$ cat src/rtl/fetch_pc_stage_if.sv
// rtl/fetch_pc_stage_if.sv - fetch stage bus: redirect/stall in, IMEM address/data, IF outputs to decode
interface fetch_pc_stage_if;
    logic        stall;
    logic        redirect_valid;
    logic [31:0] redirect_target;
    logic [31:0] fetch_addr;
    logic [31:0] inst_in;
    logic [31:0] if_pc;
    logic [31:0] if_inst;
    logic        if_valid;
    logic        misalign_err;
    logic [31:0] fetch_count;

    modport master (
        input  stall, redirect_valid, redirect_target, inst_in,
        output fetch_addr, if_pc, if_inst, if_valid, misalign_err, fetch_count
    );

    modport slave (
        output stall, redirect_valid, redirect_target, inst_in,
        input  fetch_addr, if_pc, if_inst, if_valid, misalign_err, fetch_count
    );
endinterface

$ cat src/rtl/fetch_pc_stage.sv
// rtl/fetch_pc_stage.sv - Riscv151 IF stage: PC, boot/stall/redirect sequencing for 1-cycle IMEM
module fetch_pc_stage #(
    parameter logic [31:0] RESET_PC = 32'h4000_0000,
    parameter logic [31:0] NOP_INST = 32'h0000_0013
) (
    input  logic              clk,
    input  logic              rst,
    fetch_pc_stage_if.master  bus
);
    typedef enum logic {BOOT = 1'b0, RUN = 1'b1} state_t;

    state_t      state_q, state_d;
    logic [31:0] pc_q, pc_d;
    logic        misalign_q, misalign_d;
    logic [31:0] count_q, count_d;
    logic [31:0] tgt;

    assign tgt = {bus.redirect_target[31:2], 2'b00};

    always_ff @(posedge clk or posedge rst) begin
        if (rst) begin
            state_q    <= BOOT;
            pc_q       <= RESET_PC;
            misalign_q <= 1'b0;
            count_q    <= 32'd0;
        end else begin
            state_q    <= state_d;
            pc_q       <= pc_d;
            misalign_q <= misalign_d;
            count_q    <= count_d;
        end
    end

    // BOOT lasts exactly one edge regardless of stall/redirect.
    always_comb begin
        state_d = state_q;
        case (state_q)
            BOOT:    state_d = RUN;
            RUN:     state_d = RUN;
            default: state_d = BOOT;
        endcase
    end

    always_comb begin
        bus.if_valid = (state_q == RUN) && !bus.redirect_valid;
        if (rst)
            bus.fetch_addr = RESET_PC;
        else if (bus.redirect_valid)
            bus.fetch_addr = tgt;
        else if (bus.stall || state_q == BOOT)
            bus.fetch_addr = pc_q;
        else
            bus.fetch_addr = pc_q + 32'd4;
        bus.if_pc        = pc_q;
        bus.if_inst      = bus.if_valid ? bus.inst_in : NOP_INST;
        bus.misalign_err = misalign_q;
        bus.fetch_count  = count_q;
    end

    // Registering the presented address keeps pc_q aligned with next cycle's inst_in.
    always_comb begin
        pc_d       = bus.fetch_addr;
        misalign_d = misalign_q |
                     (bus.redirect_valid && (bus.redirect_target[1:0] != 2'b00));
        count_d    = count_q + {31'd0, (bus.if_valid && !bus.stall)};
    end
endmodule

$ cat src/flat_wrapper.sv
// flat-port wrapper written by rule: the top's interface ports become plain ports
module fetch_pc_stage_flat 
#(
    parameter logic [31:0] RESET_PC = 32'h4000_0000,
    parameter logic [31:0] NOP_INST = 32'h0000_0013
)
  (clk, rst, bus_stall, bus_redirect_valid, bus_redirect_target, bus_inst_in, bus_fetch_addr, bus_if_pc, bus_if_inst, bus_if_valid, bus_misalign_err, bus_fetch_count);
  fetch_pc_stage_if bus_i ();
  input  logic clk;
  input  logic rst;
  input wire logic [$bits(bus_i.stall)-1:0] bus_stall;
  input wire logic [$bits(bus_i.redirect_valid)-1:0] bus_redirect_valid;
  input wire logic [$bits(bus_i.redirect_target)-1:0] bus_redirect_target;
  input wire logic [$bits(bus_i.inst_in)-1:0] bus_inst_in;
  output wire logic [$bits(bus_i.fetch_addr)-1:0] bus_fetch_addr;
  output wire logic [$bits(bus_i.if_pc)-1:0] bus_if_pc;
  output wire logic [$bits(bus_i.if_inst)-1:0] bus_if_inst;
  output wire logic [$bits(bus_i.if_valid)-1:0] bus_if_valid;
  output wire logic [$bits(bus_i.misalign_err)-1:0] bus_misalign_err;
  output wire logic [$bits(bus_i.fetch_count)-1:0] bus_fetch_count;
  assign bus_i.stall = bus_stall;
  assign bus_i.redirect_valid = bus_redirect_valid;
  assign bus_i.redirect_target = bus_redirect_target;
  assign bus_i.inst_in = bus_inst_in;
  assign bus_fetch_addr = bus_i.fetch_addr;
  assign bus_if_pc = bus_i.if_pc;
  assign bus_if_inst = bus_i.if_inst;
  assign bus_if_valid = bus_i.if_valid;
  assign bus_misalign_err = bus_i.misalign_err;
  assign bus_fetch_count = bus_i.fetch_count;
  fetch_pc_stage #(.RESET_PC(RESET_PC), .NOP_INST(NOP_INST)) u_core (.clk(clk), .rst(rst), .bus(bus_i));
endmodule
$ cat config.mk
export PLATFORM = sky130hd
export DESIGN_NAME = fetch_pc_stage_flat
export DESIGN_NICKNAME = d
export VERILOG_FILES = /design/src/rtl/fetch_pc_stage_if.sv /design/src/rtl/fetch_pc_stage.sv /design/src/flat_wrapper.sv
export SDC_FILE = /design/constraint.sdc
export NUM_CORES = 1
export LEC_CHECK = 0
export ABC_AREA = 1
export BUFFER_PORTS_ARGS = -buffer_cell sky130_fd_sc_hd__buf_2
export CORE_ASPECT_RATIO = 0.7
export CORE_MARGIN = 10
export CORE_UTILIZATION = 25
export DETAILED_ROUTE_END_ITERATION = 10
export SETUP_SLACK_MARGIN = 0.1
export SLEW_MARGIN = 20
export SYNTH_ARGS = -nofsm -noshare
export SYNTH_HDL_FRONTEND = slang
export SYNTH_SLANG_ARGS = --single-unit
$ cat constraint.sdc
create_clock -name clk -period 5.5 [get_ports clk]
set_clock_uncertainty 0.05 [all_clocks]
set_input_delay 1.1 -clock clk [delete_from_list [all_inputs] [get_ports clk]]
set_output_delay 1.1 -clock clk [all_outputs]
set_load 0.01 [all_outputs]
### After elaboration in Yosys (flattened, before gate mapping)

Index checks and enable logic that the tools add are counted.

| storage, ports and cells | value |
|---|---|
| output and inout bits | 130 |
| register bits | 66 |

| operators by class | value |
|---|---|
| reductions and logical operators | 7 |
| muxes and demuxes | 4 |
| add/sub/neg operators | 2 |
| bitwise gates (word level) | 2 |

Operator list:

| cell | number |
|---|---|
| 2-to-1 mux 32 bit | 4 |
| adder 32 x 1 -> 32 bit | 1 |
| adder 32 x 3 -> 32 bit, second input constant | 1 |
| logical AND 1 bit | 3 |
| zero test 1 bit | 2 |
| nonzero test 2 bit | 1 |
| logical OR 1 bit | 1 |
| NOT 1 bit | 1 |
| bitwise OR 1 bit | 1 |

### Longest topological paths before layout

| depth | value |
|---|---|
| depth after elaboration | 5 |
| gate-level depth with buffers | 11 |
| mapped depth without buffers | 11 |

### Worst setup path after synthesis

No wires, ideal clock.

| timing path | value |
|---|---|
| path kind | in2out |
| from | in rst |
| to | out bus_fetch_addr[24] |
| stages on the path | 4 |
| arrival | 3884 ps |
| path slack | 466 ps |
| data required time | 4350 ps |
| cell sequence | inv_1 > clkbuf_1 > o21ai_0 > nor2_1 |

| on the way | value |
|---|---|
| word-level cells in the longest chain between the ends | 1 |

Ends and longest elaborated chain:

| item | RTL line | RTL |
|---|---|---|
| start, declared | flat_wrapper.sv:10 | `input logic rst;` |
| 2-to-1 mux 32 bit | fetch_pc_stage.sv:46 | `if (rst)` |
| end, declared | flat_wrapper.sv:15 | `output wire logic [$bits(bus_i.fetch_addr)-1:0] bus_fetch_addr;` |

Every way passes these cells.

### Worst setup path after layout

| timing path | value |
|---|---|
| from | in bus_redirect_valid |
| to | out bus_fetch_addr[21] |

| on the way | value |
|---|---|
| word-level cells in the longest chain between the ends | 2 |

Ends and longest elaborated chain:

| item | RTL line | RTL |
|---|---|---|
| start, declared | flat_wrapper.sv:12 | `input wire logic [$bits(bus_i.redirect_valid)-1:0] bus_redirect_valid;` |
| 2-to-1 mux 32 bit | fetch_pc_stage.sv:48 | `else if (bus.redirect_valid)` |
| 2-to-1 mux 32 bit | fetch_pc_stage.sv:46 |  |

Every way passes these cells.

==> results by group <==
Clocking
  • CTS Root Buffer Type: clkbuf_16
  • Clk pin slew, worst setup/hold paths: ~0.050 ns
  • CTS tree: done
  • Worst-Skew Late Latency: 0.34 ns
  • Setup bufs post-CTS: 0
  • Post-CTS sizing: 0
  • CTS H-Tree Depth: 3
  • Clock buffer depth: 2
  • CTS Buf Count: 9
  • Hold_buf cts: 0
  • TritonCTS Sinks: 66

Power
  • Power Density: 251 nW/um2
  • Sw frac: 30.1%
  • Tot Pwr: 1.43 mW
  • NetSw: 0.431 mW
  • Flop pwr share: between 40% and 50%
  • Internal power: about 1 mW
  • Max VDD drop: 0.117 mV
  • Static Leak: 3.25 nW
  • Clock power frac: between 40% and 50%
  • Combinational Power Share: 18.1%

Synthesis
  • Area contributors post-synth: dfrtp_1 (39%), nand2_1 (13%), inv_1 (9.6%)
  • Syn Area/Cell: 6.95 um2
  • Seq/Total Area, Yosys: 39.8%
  • Post-Syn Instances: around 600
  • Post-synth top area share: 39.2%
  • Syn Std Cell Area: 4150 um2
  • Number of distinct library cells after synthesis: 33
  • Warnings from Yosys: 0
  • #FFs+latches synth: 66
  • Synth area leader: dfrtp_1
  • Syn Nets: between 600 and 700

Critical path
  • Crit start category: input port
  • CP max FO: 18
  • Worst r2r path cells: 10
  • CP Data Arrival Time: roughly 2.9 ns
  • FF-to-FF End: u_core.bus.fetch_count[26]
  • Req. time, crit path: 4.35 ns
  • R2r setup slk: roughly 3.3 ns
  • CP Launch Point: bus_redirect_valid
  • Reg-to-Reg Start: u_core.state_q
  • Worst setup path class: in -> out
  • CP endpoint kind: output pin

Finish
  • Footprint of the multi-input gates: 2030 um2
  • Final std cells w/o fill: 1,026
  • Most frequent cells in the layout: buf_2 (197), nand2_1 (140), inv_1 (105), nor2_1 (91), dfrtp_1 (65)
  • Commonest non-fill, non-tap cell in the layout: buf_2
  • Register Area: 1650 um2
  • Final instance area: between 5000 and 6000 um2
  • Area added between synthesis and finish: 37.4%
  • Filler Cells Inserted: 1,779
  • N_diodes: 0
  • Ratio of cells with drive above 1 in the final layout: 30.5%
  • Final core occ: 35.0%
  • Nets: 867

STA
  • Final Cycle Share: just over 70%
  • Fmax: 250 MHz
  • Hold Worst Slack: 0.439 ns
  • Final WS setup: 1.50 ns
  • Fin crit period: ~4 ns
  • Slew headroom: 44.6%
  • RSZ-0062 raised after global routing: no
  • Final count of negative-setup-slack endpoints: 0
  • Actual slew at the worst max-slew pin: between 0.8 and 0.9 ns
  • Fin. max-slew vios: 0
  • TNS Setup: 0 ns
  • Hold violation count in the final report: 0

Drt
  • DRC violations left: 0
  • Post-DR vias/cell: ~4.4
  • DR top layer: met4
  • DR vias: 4,489
  • Met3 WL: 1.43 mm
  • Final ANT Viol Nets: 0
  • Routed len/inst: 15.4 um
  • Drt total wl: 15.8 mm
  • Wire length on met1: a little over 8 mm
  • Length of routed met2 wiring: a little over 6 mm
  • DR iter-0 viols: 316
  • Drt first pass iters: 5

GRT
  • Global-route wire length before repair: approximately 25 mm
  • Vias in the first global route: 4,457
  • Maximum number of pins on one net before global-route repair: 62
  • Aggregate global-route resource usage: between 10% and 20%
  • Total gr overflow: 0
  • Antenna violations before repair: 0

Placement
  • Port Buffer Count: slightly below 200
  • Pre-CTS setup slack: 1.46 ns
  • Cell total after placement: 1,010
  • HPWL reported at the end of detailed placement: 13.0 mm
  • Post-DP Area: 5390 um2
  • Final GP Congestion: ~0.87

Floorplanning
  • Die Wd: 174 um
  • Starting density of the core: 25.4%
  • Row count: 39
  • Die area: 22,200 um2
  • I/O pin total: 198
  • Die height: about 130 um
  • Core footprint: 16,300 um2

Hold path
  • Hold EP: u_core.bus.misalign_err
  • Hold wc startpoint: u_core.bus.misalign_err
  • Worst Hold Path Cells: 1
  • Hold/Removal Path Class: reg -> reg

Run status
  • Status: finished, final reports clean

Flow run
  • Max cap viols: 0
[how the worst max path moves through the flow]
| stage | slack, ns | endpoint | depth (start not counted) |
|---|---|---|---|
| 2_1_floorplan | 0.47 | bus_fetch_addr[24] | 4 |
| 3_3_place_gp | 1.56 | bus_fetch_addr[12] | 7 |
| 3_5_place_dp | 1.46 | bus_fetch_addr[21] | 7 |
| 4_1_cts | 1.46 | bus_fetch_addr[21] | 7 |
| 5_1_grt | 1.28 | bus_fetch_addr[18] | 7 |
| 6_report | 1.50 | bus_fetch_addr[21] | 7 |
[power groups by stage]
stage	combinational (mW)	clock, mW	sequential [mW]
after floorplan	0.121	0	0.590
after global placement	0.264	0	0.585
after detailed placement	0.265	0	0.587
after CTS	0.266	0.614	0.579
after global routing	0.296	0.631	0.587
final	0.258	0.594	0.578
[synth_stat cells]
library cell and number:
nand2_1 140, nor2_2 6, nand2_2 3, dfrtp_1 65, inv_1 106, nor2_1 91
nor3_2 4, clkbuf_1 10, and2_1 3, xnor2_1 8, o21ai_0 24, nor3b_2 1
xor2_1 21, dfstp_2 1, nand3b_1 6, o211ai_1 3, o21bai_1 1, nor3_4 2
nand3_2 2, conb_1 1, or2_2 3, nand3_1 34, nor3_1 11, a31oi_1 3
nand2_4 1, nand4_1 20, inv_2 4, ha_1 3, nor2_4 1, o21ai_1 2
a21oi_1 14, buf_2 2, nor4_1 1
[state kept, by name, indices dropped and copies added, names as in the netlist]
register / count
u_core.bus.fetch_count: 32
u_core.bus.if_pc: 32
u_core.bus.misalign_err: 1
u_core.state_q: 1
[kinds of logic (layout without fill, tap and decap cells)]
kind of cell             after synthesis  in the layout  share of synthesized area [%]
XOR/XNOR                              29             29                           6.12
flip-flops                            66             66                           39.8
AND/OR/NAND/NOR                      329            329                           35.9
buffers and inverters                122            326                           11.1
AO/OA/AOI/OAI                         47             47                           6.00
other                                  1              1                         0.0904
adder cells (fa/ha/maj)                3              3                          0.905
[final cells by class]
cell class / count / area share, %
multi-input combinational: 409 / 35.7
sequential: 66 / 29.0
timing repair buffer: 200 / 17.7
inverter: 110 / 7.27
tap: 225 / 4.94
clock buffer: 12 / 4.50
clock inverter: 4 / 0.878
[per-layer routing]
| metal | up-vias | track usage [%] |
|---|---|---|
| met4 | 0 | 4.51 |
| li1 | 2258 | - |
| met3 | 13 | 5.27 |
| met2 | 183 | 19.4 |
| met5 | - | 0 |
| met1 | 2035 | 19.8 |
[worst max-delay path, cell delays in order]
cell     delay (ns)
buf_2          0.19
inv_1          0.46
nand2_1        0.59
nand2_1        0.20
o21ai_1        0.09
inv_1          0.08
buf_2          0.13
No activity file was read; power rests on OpenSTA's default activity.
